## src/rtl/mmtrg_frame_parser_if.sv

```systemverilog
// Framed-stream handshake bundle: DIN/iVALID/oREADY into the parser, DOUT/oVALID/iREADY out of it.
// master drives the frame words and accepts samples; slave is the parser.
interface mmtrg_frame_parser_if #(
   parameter int DIN_WIDTH = 64
);
   logic [DIN_WIDTH-1:0] DIN;
   logic                 iVALID;
   logic                 oREADY;
   logic [DIN_WIDTH-1:0] DOUT;
   logic                 oVALID;
   logic                 iREADY;

   modport master (
      output DIN, iVALID, iREADY,
      input  oREADY, DOUT, oVALID
   );

   modport slave (
      input  DIN, iVALID, iREADY,
      output oREADY, DOUT, oVALID
   );
endinterface

```

## src/rtl/mmtrg_frame_parser.sv

```systemverilog
// Frame parser: strips header/footer, forwards sample words, reports frame metadata and framing errors.
// Latency: data word accepted at N -> DOUT/oVALID at N+1; footer at N -> FRAME_DONE at N+1.
// Backpressure: single-entry output register, oREADY = !oVALID | iREADY in DATA; optional MMTRG_FRAME_PARSER_CH_FILTER_EN.
module mmtrg_frame_parser #(
   parameter int CHANNEL_ID             = 0,
   parameter int MAX_FRAME_LENGTH       = 200,
   parameter int TIME_STAMP_WIDTH       = 48,
   parameter int FIRST_TIME_STAMP_WIDTH = 24,
   parameter int DIN_WIDTH              = 64
) (
   input  logic                        CLK,
   input  logic                        RESETN,
   mmtrg_frame_parser_if.slave         bus,
   output logic                        FRAME_DONE,
   output logic [7:0]                  FRAME_CH,
   output logic [TIME_STAMP_WIDTH-1:0] FRAME_TIME,
   output logic [11:0]                 FRAME_LEN,
   output logic                        ERR_HEADER,
   output logic                        ERR_OVERFLOW,
   output logic                        ERR_LENGTH
);

   typedef enum logic [1:0] {IDLE, DATA, DONE} state_e;

   localparam logic [11:0] MAX_LEN = 12'(MAX_FRAME_LENGTH);

   state_e                            state_q, state_d;
   logic [11:0]                       cnt_q, cnt_d;
   logic [7:0]                        ch_q, ch_d;
   logic [FIRST_TIME_STAMP_WIDTH-1:0] ts_lo_q, ts_lo_d;
   logic                              drop_q, drop_d;
   logic [DIN_WIDTH-1:0]              dout_q, dout_d;
   logic                              ovld_q, ovld_d;
   logic                              done_q, done_d;
   logic [7:0]                        fch_q, fch_d;
   logic [TIME_STAMP_WIDTH-1:0]       ftime_q, ftime_d;
   logic [11:0]                       flen_q, flen_d;
   logic                              errh_q, errh_d;
   logic                              erro_q, erro_d;
   logic                              errl_q, errl_d;

   logic rdy, acc, is_hdr, is_ftr, hdr_drop;

   assign is_hdr = (bus.DIN[63:56] == 8'hAA);
   assign is_ftr = (bus.DIN[63:56] == 8'h55);

`ifdef MMTRG_FRAME_PARSER_CH_FILTER_EN
   assign hdr_drop = (bus.DIN[55:48] != 8'(CHANNEL_ID));
`else
   assign hdr_drop = 1'b0;
`endif

   always_comb begin
      rdy = 1'b0;
      unique case (state_q)
         IDLE:    rdy = 1'b1;
         DATA:    rdy = !ovld_q || bus.iREADY;
         default: rdy = 1'b0;
      endcase
   end

   // Held low while in reset so nothing is accepted before the FSM is initialised.
   assign bus.oREADY = RESETN && rdy;
   assign acc        = bus.iVALID && bus.oREADY;

   always_comb begin
      state_d = state_q;
      cnt_d   = cnt_q;
      ch_d    = ch_q;
      ts_lo_d = ts_lo_q;
      drop_d  = drop_q;
      dout_d  = dout_q;
      ovld_d  = ovld_q && !bus.iREADY;
      done_d  = 1'b0;
      fch_d   = fch_q;
      ftime_d = ftime_q;
      flen_d  = flen_q;
      errh_d  = 1'b0;
      erro_d  = 1'b0;
      errl_d  = 1'b0;

      unique case (state_q)
         IDLE: begin
            if (acc && !is_hdr) errh_d = 1'b1;
         end
         DATA: begin
            if (acc) begin
               if (is_hdr) begin
                  errl_d = 1'b1;
               end else if (is_ftr) begin
                  state_d = DONE;
                  errl_d  = (bus.DIN[31:20] != cnt_q);
                  if (!drop_q) begin
                     done_d  = 1'b1;
                     fch_d   = ch_q;
                     ftime_d = {bus.DIN[55:32], ts_lo_q};
                     flen_d  = cnt_q;
                  end
               end else if (cnt_q == MAX_LEN) begin
                  // Checked before incrementing so the count can never wrap.
                  erro_d  = 1'b1;
                  state_d = IDLE;
               end else begin
                  cnt_d = cnt_q + 12'd1;
                  if (!drop_q) begin
                     dout_d = bus.DIN;
                     ovld_d = 1'b1;
                  end
               end
            end
         end
         default: state_d = IDLE;
      endcase

      // A header in IDLE or mid-frame always (re)starts a frame.
      if (acc && is_hdr && (state_q != DONE)) begin
         state_d = DATA;
         cnt_d   = 12'd0;
         ch_d    = bus.DIN[55:48];
         ts_lo_d = bus.DIN[47:24];
         drop_d  = hdr_drop;
      end
   end

   always_ff @(posedge CLK) begin
      if (!RESETN) begin
         state_q <= IDLE;
         cnt_q   <= '0;
         ch_q    <= '0;
         ts_lo_q <= '0;
         drop_q  <= 1'b0;
         dout_q  <= '0;
         ovld_q  <= 1'b0;
         done_q  <= 1'b0;
         fch_q   <= '0;
         ftime_q <= '0;
         flen_q  <= '0;
         errh_q  <= 1'b0;
         erro_q  <= 1'b0;
         errl_q  <= 1'b0;
      end else begin
         state_q <= state_d;
         cnt_q   <= cnt_d;
         ch_q    <= ch_d;
         ts_lo_q <= ts_lo_d;
         drop_q  <= drop_d;
         dout_q  <= dout_d;
         ovld_q  <= ovld_d;
         done_q  <= done_d;
         fch_q   <= fch_d;
         ftime_q <= ftime_d;
         flen_q  <= flen_d;
         errh_q  <= errh_d;
         erro_q  <= erro_d;
         errl_q  <= errl_d;
      end
   end

   assign bus.DOUT   = dout_q;
   assign bus.oVALID = ovld_q;
   assign FRAME_DONE   = done_q;
   assign FRAME_CH     = fch_q;
   assign FRAME_TIME   = ftime_q;
   assign FRAME_LEN    = flen_q;
   assign ERR_HEADER   = errh_q;
   assign ERR_OVERFLOW = erro_q;
   assign ERR_LENGTH   = errl_q;

endmodule
```

## src/flat_wrapper.sv

```systemverilog
// flat-port wrapper written by rule: the top's interface ports become plain ports
module mmtrg_frame_parser_flat 
#(
   parameter int CHANNEL_ID             = 0,
   parameter int MAX_FRAME_LENGTH       = 200,
   parameter int TIME_STAMP_WIDTH       = 48,
   parameter int FIRST_TIME_STAMP_WIDTH = 24,
   parameter int DIN_WIDTH              = 64
)
  (CLK, RESETN, FRAME_DONE, FRAME_CH, FRAME_TIME, FRAME_LEN, ERR_HEADER, ERR_OVERFLOW, ERR_LENGTH, bus_DIN, bus_iVALID, bus_iREADY, bus_oREADY, bus_DOUT, bus_oVALID);
  mmtrg_frame_parser_if #(.DIN_WIDTH(DIN_WIDTH)) bus_i ();
  input  logic CLK;
  input  logic RESETN;
  output logic FRAME_DONE;
  output logic [7:0] FRAME_CH;
  output logic [TIME_STAMP_WIDTH-1:0] FRAME_TIME;
  output logic [11:0] FRAME_LEN;
  output logic ERR_HEADER;
  output logic ERR_OVERFLOW;
  output logic ERR_LENGTH;
  input wire logic [$bits(bus_i.DIN)-1:0] bus_DIN;
  input wire logic [$bits(bus_i.iVALID)-1:0] bus_iVALID;
  input wire logic [$bits(bus_i.iREADY)-1:0] bus_iREADY;
  output wire logic [$bits(bus_i.oREADY)-1:0] bus_oREADY;
  output wire logic [$bits(bus_i.DOUT)-1:0] bus_DOUT;
  output wire logic [$bits(bus_i.oVALID)-1:0] bus_oVALID;
  assign bus_i.DIN = bus_DIN;
  assign bus_i.iVALID = bus_iVALID;
  assign bus_i.iREADY = bus_iREADY;
  assign bus_oREADY = bus_i.oREADY;
  assign bus_DOUT = bus_i.DOUT;
  assign bus_oVALID = bus_i.oVALID;
  mmtrg_frame_parser #(.CHANNEL_ID(CHANNEL_ID), .MAX_FRAME_LENGTH(MAX_FRAME_LENGTH), .TIME_STAMP_WIDTH(TIME_STAMP_WIDTH), .FIRST_TIME_STAMP_WIDTH(FIRST_TIME_STAMP_WIDTH), .DIN_WIDTH(DIN_WIDTH)) u_core (.CLK(CLK), .RESETN(RESETN), .bus(bus_i), .FRAME_DONE(FRAME_DONE), .FRAME_CH(FRAME_CH), .FRAME_TIME(FRAME_TIME), .FRAME_LEN(FRAME_LEN), .ERR_HEADER(ERR_HEADER), .ERR_OVERFLOW(ERR_OVERFLOW), .ERR_LENGTH(ERR_LENGTH));
endmodule
```

## config.mk

```make
export PLATFORM = sky130hd
export DESIGN_NAME = mmtrg_frame_parser_flat
export DESIGN_NICKNAME = d
export VERILOG_FILES = /design/src/rtl/mmtrg_frame_parser_if.sv /design/src/rtl/mmtrg_frame_parser.sv /design/src/flat_wrapper.sv
export SDC_FILE = /design/constraint.sdc
export NUM_CORES = 1
export LEC_CHECK = 0
export BUFFER_PORTS_ARGS = -buffer_cell sky130_fd_sc_hd__buf_4
export CAP_MARGIN = 20
export CORE_MARGIN = 5
export CORE_UTILIZATION = 50
export DETAILED_ROUTE_END_ITERATION = 8
export GPL_TIMING_DRIVEN = 0
export PLACE_DENSITY = 0.76
export SETUP_SLACK_MARGIN = 0.1
export SYNTH_ARGS = -nofsm -noshare
export SYNTH_HDL_FRONTEND = slang
export SYNTH_SLANG_ARGS = --single-unit
```

## constraint.sdc

```tcl
create_clock -name CLK -period 2.45 [get_ports CLK]
set_input_delay 0.49 -clock CLK [delete_from_list [all_inputs] [get_ports CLK]]
set_output_delay 0.49 -clock CLK [all_outputs]
set_load 0.05 [all_outputs]
```

### After elaboration in Yosys (flattened, before gate mapping)

Cells that the tools add are included.

| storage, ports and cells | value |
|---|---|
| output and inout bits | 138 |
| flip-flop bits (word level) | 183 |
| bits in writable memories | 0 |
| memories kept | 0 |
| bits in latches | 0 |
| input port bits | 68 |
| ROM bits | 0 |

| operators by class | value |
|---|---|
| divide/modulo/power cells | 0 |
| equality and inequality tests | 13 |
| $mul | 0 |
| shift-type cells | 0 |
| add/sub/neg operators | 1 |
| multiplexer cells | 16 |
| order comparisons | 0 |
| reduce and logical (&&, ||, !) cells | 20 |
| bitwise gates (word level) | 7 |

Operators with widths:

| cell | count |
|---|---|
| $add 12x1->12 const B | 1 |
| $eq 12x8->1 const B | 1 |
| $ne 12x12->1 | 1 |
| $reduce_and 4->1 | 3 |
| $mux 1 | 10 |
| $reduce_or 5->1 | 2 |
| $eq 8x7->1 const B | 1 |
| $eq 8x8->1 const B | 1 |
| $mux 2 | 4 |
| $not 1->1 | 7 |
| $logic_and 1x1->1 | 6 |
| $ne 3x1->1 const B | 2 |
| $reduce_and 5->1 | 1 |
| $ne 2x1->1 const B | 2 |
| $ne 2x2->1 const B | 2 |
| $ne 4x1->1 const B | 1 |
| $pmux 2 s2 | 1 |
| $logic_not 1->1 | 3 |
| $ne 3x3->1 const B | 1 |
| $reduce_and 3->1 | 1 |
| $eq 2x1->1 const B | 1 |
| $logic_not 2->1 | 1 |
| $pmux 1 s2 | 1 |
| $reduce_and 2->1 | 1 |
| other kinds (2) | 2 |

### Logic depth before layout (Yosys ltp)

| logic depth | value |
|---|---|
| depth in word-level cells | 9 |
| depth in mapped cells | 10 |
| gate-level depth less buffers | 7 |

### Least setup slack after synthesis

OpenSTA, ideal clock, no wires.

| path | value |
|---|---|
| path kind | in2reg |
| start | in bus_DIN[59] |
| end | reg u_core.cnt_q[5] |
| slack | 383 ps |
| stages | 7 |
| path buffers | 2 |
| data arrival time | 1942 ps |
| cell sequence | nor4bb_2 > a2111o_1 > nand3b_4 > buf_6 > buf_2 > o311ai_0 > nand2_1 |

| between the ends | value |
|---|---|
| longest elaborated chain between the ends | 4 |

RTL lines:

| what | RTL line | text |
|---|---|---|
| from (decl) | flat_wrapper.sv:21 | `input wire logic [$bits(bus_i.DIN)-1:0] bus_DIN;` |
| $eq 8x8->1 | mmtrg_frame_parser.sv:44 | `assign is_hdr = (bus.DIN[63:56] == 8'hAA);` |
| $logic_and 1x1->1 (2 in a row) | mmtrg_frame_parser.sv:116 | `if (acc && is_hdr && (state_q != DONE)) begin` |
| $reduce_or 2->1 (no line) | -- |  |
| to (signal assigned) | mmtrg_frame_parser.sv:143 | `cnt_q <= cnt_d;` |
| to (decl) | mmtrg_frame_parser.sv:28 | `logic [11:0] cnt_q, cnt_d;` |

Several ways; a longest one is shown, not always the timed one.
A chain may end at the register's enable or synchronous reset.

### Worst setup path after layout

| path | value |
|---|---|
| start | in bus_DIN[60] |
| end | reg u_core.dout_q[36], in the netlist u_core.bus.DOUT[36] |

| between the ends | value |
|---|---|
| longest elaborated chain between the ends | 3 |

RTL lines:

| what | RTL line | text |
|---|---|---|
| $eq 8x7->1 or $eq 8x8->1 (tied branches) | mmtrg_frame_parser.sv:45, mmtrg_frame_parser.sv:44 |  |
| $not 1->1 (no line) | -- |  |
| $reduce_and 5->1 (no line) (*) | -- |  |
| to (signal assigned) | mmtrg_frame_parser.sv:147 | `dout_q <= dout_d;` |
| to (decl) | mmtrg_frame_parser.sv:32 | `logic [DIN_WIDTH-1:0] dout_q, dout_d;` |

Every way passes the cells marked *; elsewhere a longest branch is shown, timed or not.

==> flow_metrics.py <==
metrics = {
    "floorplan": {
        "die_x_microns": 128.0,
        "initial_core_util_pct": 50.51,
        "row_count": 43,
        "pin_count": 206,
        "core_area_sq_um": 13770,
        "dieArea_sq_um": 16370,
        "die-height_microns": 128.0,
    },
    "clocking": {
        "numCtsBuffers": 17,
        "ctsHoldBuffers": 0,
        "root_buffer": "clkbuf_16",
        "clk_latency_ns": 0.43,
        "clock_sinks": 183,
        "h-tree-depth": 4,
        "cts_buffer_depth": 2,
        "clkTransAtPathRegs_ns": 0.07,
        "cts_tree": "built",
    },
    "detailed_routing": {
        "ant_nets": 0,
        "drt_iter0_drc": 337,
        "dr.pass1.iters": 4,
        "vias": 6156,
        "via_per_inst": 5.054,
        "routed-wl-met3_microns": 1382,
        "post-route-drc-count": 0,
        "route.met2.wl_microns": 8851,
        "wl_microns": 19120,
        "highest_layer": "met4",
        "met1Wirelength_microns": 8491,
        "wire_per_inst_microns": 15.70,
    },
    "timing": {
        "rsz0062_at_grt": "yes",
        "finClkSkew_ns": 0.007197,
        "fin_tns_setup_ns": 0,
        "tightest_slew_ns": 0.6485,
        "setup_viol": 0,
        "min_period_ns": 2.251,
        "slew_headroom_pct": 56.14,
        "worst_hold_slack_ns": 0.2447,
        "fin_crit_sh_pct": 91.87,
        "hold_viol_final": 0,
        "fmax_mhz": 444.3,
        "slew_viol_final": 0,
    },
    "synthesis": {
        "synth_area_sq_um": 6957,
        "synth_cell_type_count": 42,
        "synth_edf_count": 0,
        "synth_seq_cells": 183,
        "ys_seq_area_share_pct": 52.66,
        "postSynthCellCount": 802,
        "synthArstFlopShare_pct": 0,
        "synth_ff_type": "dfxtp_1",
        "yosysWarningCount": 0,
        "syn-num-nets": 872,
        "syn_avg_cell_area_sq_um": 8.674,
    },
    "power_and_ir_drop": {
        "combPwrFrac_pct": 3.7,
        "vdd_ir_drop_max_mv": 0.4174,
        "p_leak_nw": 4.279,
        "pwr_density_cell_nw_per_um2": 639.6,
        "p_seq_share_pct": 49.8,
        "p_clk_share_pct": 46.4,
        "p_sw_share_pct": 21.98,
        "power.switching_mw": 1.312,
        "p_int_mw": 4.659,
    },
    "final_layout": {
        "drive_gt1_share_pct": 25.92,
        "fill_cells": 1179,
        "final_cell_mix": "nand2_1, buf_4, dfxtp_1, nand3_1, a21boi_0",
        "n_antenna_cell": 0,
        "nets": 1095,
        "area_growth_pct": 34.19,
        "layout_commonest_cell": "nand2_1",
    },
    "worst_setup_path": {
        "path_class": "input port to flop",
        "worst_ep_arrival_time_ns": 2.62,
        "start_kind": "input port",
        "worstPathRequired_ns": 2.82,
        "crit_fanout": 10,
        "crit_path_end_kind": "flop",
    },
    "global_route": {
        "antenna_found_initial": 0,
        "grt_remaining_overflow": 0,
        "gr-usage-all-layers_pct": 23.40,
        "grt_max_degree": 17,
        "first_global_vias": 5919,
        "grt_pass1_wl_microns": 30410,
    },
    "status": {
        "run_status": "completed",
    },
    "placement": {
        "globalplace.congestion": 0.8287,
        "portBuffers": 205,
        "dpl.hpwl_microns": 14180,
    },
    "worst_hold_path": {
        "min_path_type": "input port to flop",
    },
    "flow_run": {
        "max_cap_viol_count": 0,
    },
}
[final timing paths]
kind | startpoint | endpoint | slack, ns | cells after the start
max | bus_DIN[60] | u_core.bus.DOUT[36] | 0.20 | 9
min | bus_DIN[0] | u_core.bus.DOUT[0] | 0.24 | 3
max reg2reg | u_core.cnt_q[2] | u_core.bus.DOUT[36] | 0.25 | 9
min reg2reg | u_core.bus.DOUT[12] | u_core.bus.DOUT[12] | 0.45 | 2
[synth_stat cells (2+ instances only)]
cell type	number	area share, %
a21boi_0	67	7.2
o21ai_0	7	0.50
o31ai_1	4	0.43
or3_1	4	0.36
and2_1	2	0.18
buf_6	2	0.32
nor4bb_1	2	0.29
nand2_1	279	15
clkbuf_1	25	1.3
nor4_1	4	0.36
a21oi_1	7	0.50
dfxtp_1	183	53
nor4bb_2	2	0.47
nand3_1	72	5.2
xor2_1	12	1.5
nor2_1	2	0.11
nand3b_1	2	0.22
or4_1	3	0.32
ha_1	2	0.36
inv_1	4	0.22
and3b_1	2	0.25
mux2i_1	34	4.9
nor2b_1	33	3.0
buf_4	3	0.32
buf_1	7	0.38
buf_2	19	1.4
nor3_1	4	0.29
[routing by layer]
layer  vias to the layer above  GRT usage, %
met5                         -             0
met4                         0         7.491
met3                        22         6.917
met2                       170         37.06
met1                      2873         30.83
li1                       3091             -
[cell type report]
type                    count  area [sq um]  area share (%)
flip-flops and latches    183          3665           39.26
repair buffers            205          1539           16.49
clock inverters            12         142.6           1.528
inverters                   5         18.77          0.2010
well taps                 180         225.2           2.413
plain buffers              55         261.5           2.801
clock buffers              20         456.7           4.892
multi-input cells         558          3027           32.42
[power by group through the flow]
stage	Sequential (mW)	Combinational (mW)	Clock, mW
after detailed placement	3.04	0.224	0
after global routing	2.97	0.240	2.92
after global placement	3.04	0.224	0
after floorplan	3.05	0.0760	0
final	2.98	0.223	2.77
after CTS	2.98	0.225	2.79
[stage by stage]
| stage | total power [mW] | utilization (%) | cell area, sq um | setup slack, ns | instances |
|---|---|---|---|---|---|
| final | 5.971 | 67.78 | 9335 | 0.1992 | 1218 |
| after global routing | 6.133 | 67.78 | 9335 | 0.07032 | 1218 |
| after CTS | 5.995 | 67.67 | 9320 | 0.1036 | 1219 |
| after detailed placement | 3.267 | 63.32 | 8721 | -0.1697 | 1187 |
| after global placement | 3.268 | 63.32 | 8721 | -0.1322 | 1187 |
| after floorplan | 3.124 | - | 6957 | 0.3829 | 802 |
[cells by family after synthesis]
group	synth area share, %
flip-flops	52.66
multiplexers	4.892
XOR/XNOR	1.511
AO/OA/AOI/OAI	9.604
AND/OR/NAND/NOR	26.96
adder cells (fa/ha/maj)	0.3597
buffers and inverters	4.011
[registers in the layout, indices dropped and copies added (netlist names)]
name	count
u_core.cnt_q	12
u_core.ERR_LENGTH	1
u_core.state_q	2
u_core.ch_q	8
u_core.ERR_OVERFLOW	1
u_core.FRAME_DONE	1
u_core.ts_lo_q	24
u_core.bus.oVALID	1
u_core.FRAME_CH	8
u_core.ERR_HEADER	1
u_core.bus.DOUT	64
u_core.FRAME_LEN	12
u_core.FRAME_TIME	48
[worst max-delay path, stage by stage]
cell and delay [ns]:
buf_4 0.12, nor4bb_2 0.61, a2111o_1 0.34, nand3b_4 0.17
buf_6 0.14, buf_2 0.22, buf_2 0.29, nand3_1 0.13
nand2_1 0.10
[repair_timing]
item	CTS	global route
setup endpoints to repair	0	60
setup buffers	0	0
gates resized for setup	0	8
No activity file was read; power rests on OpenSTA's default activity.
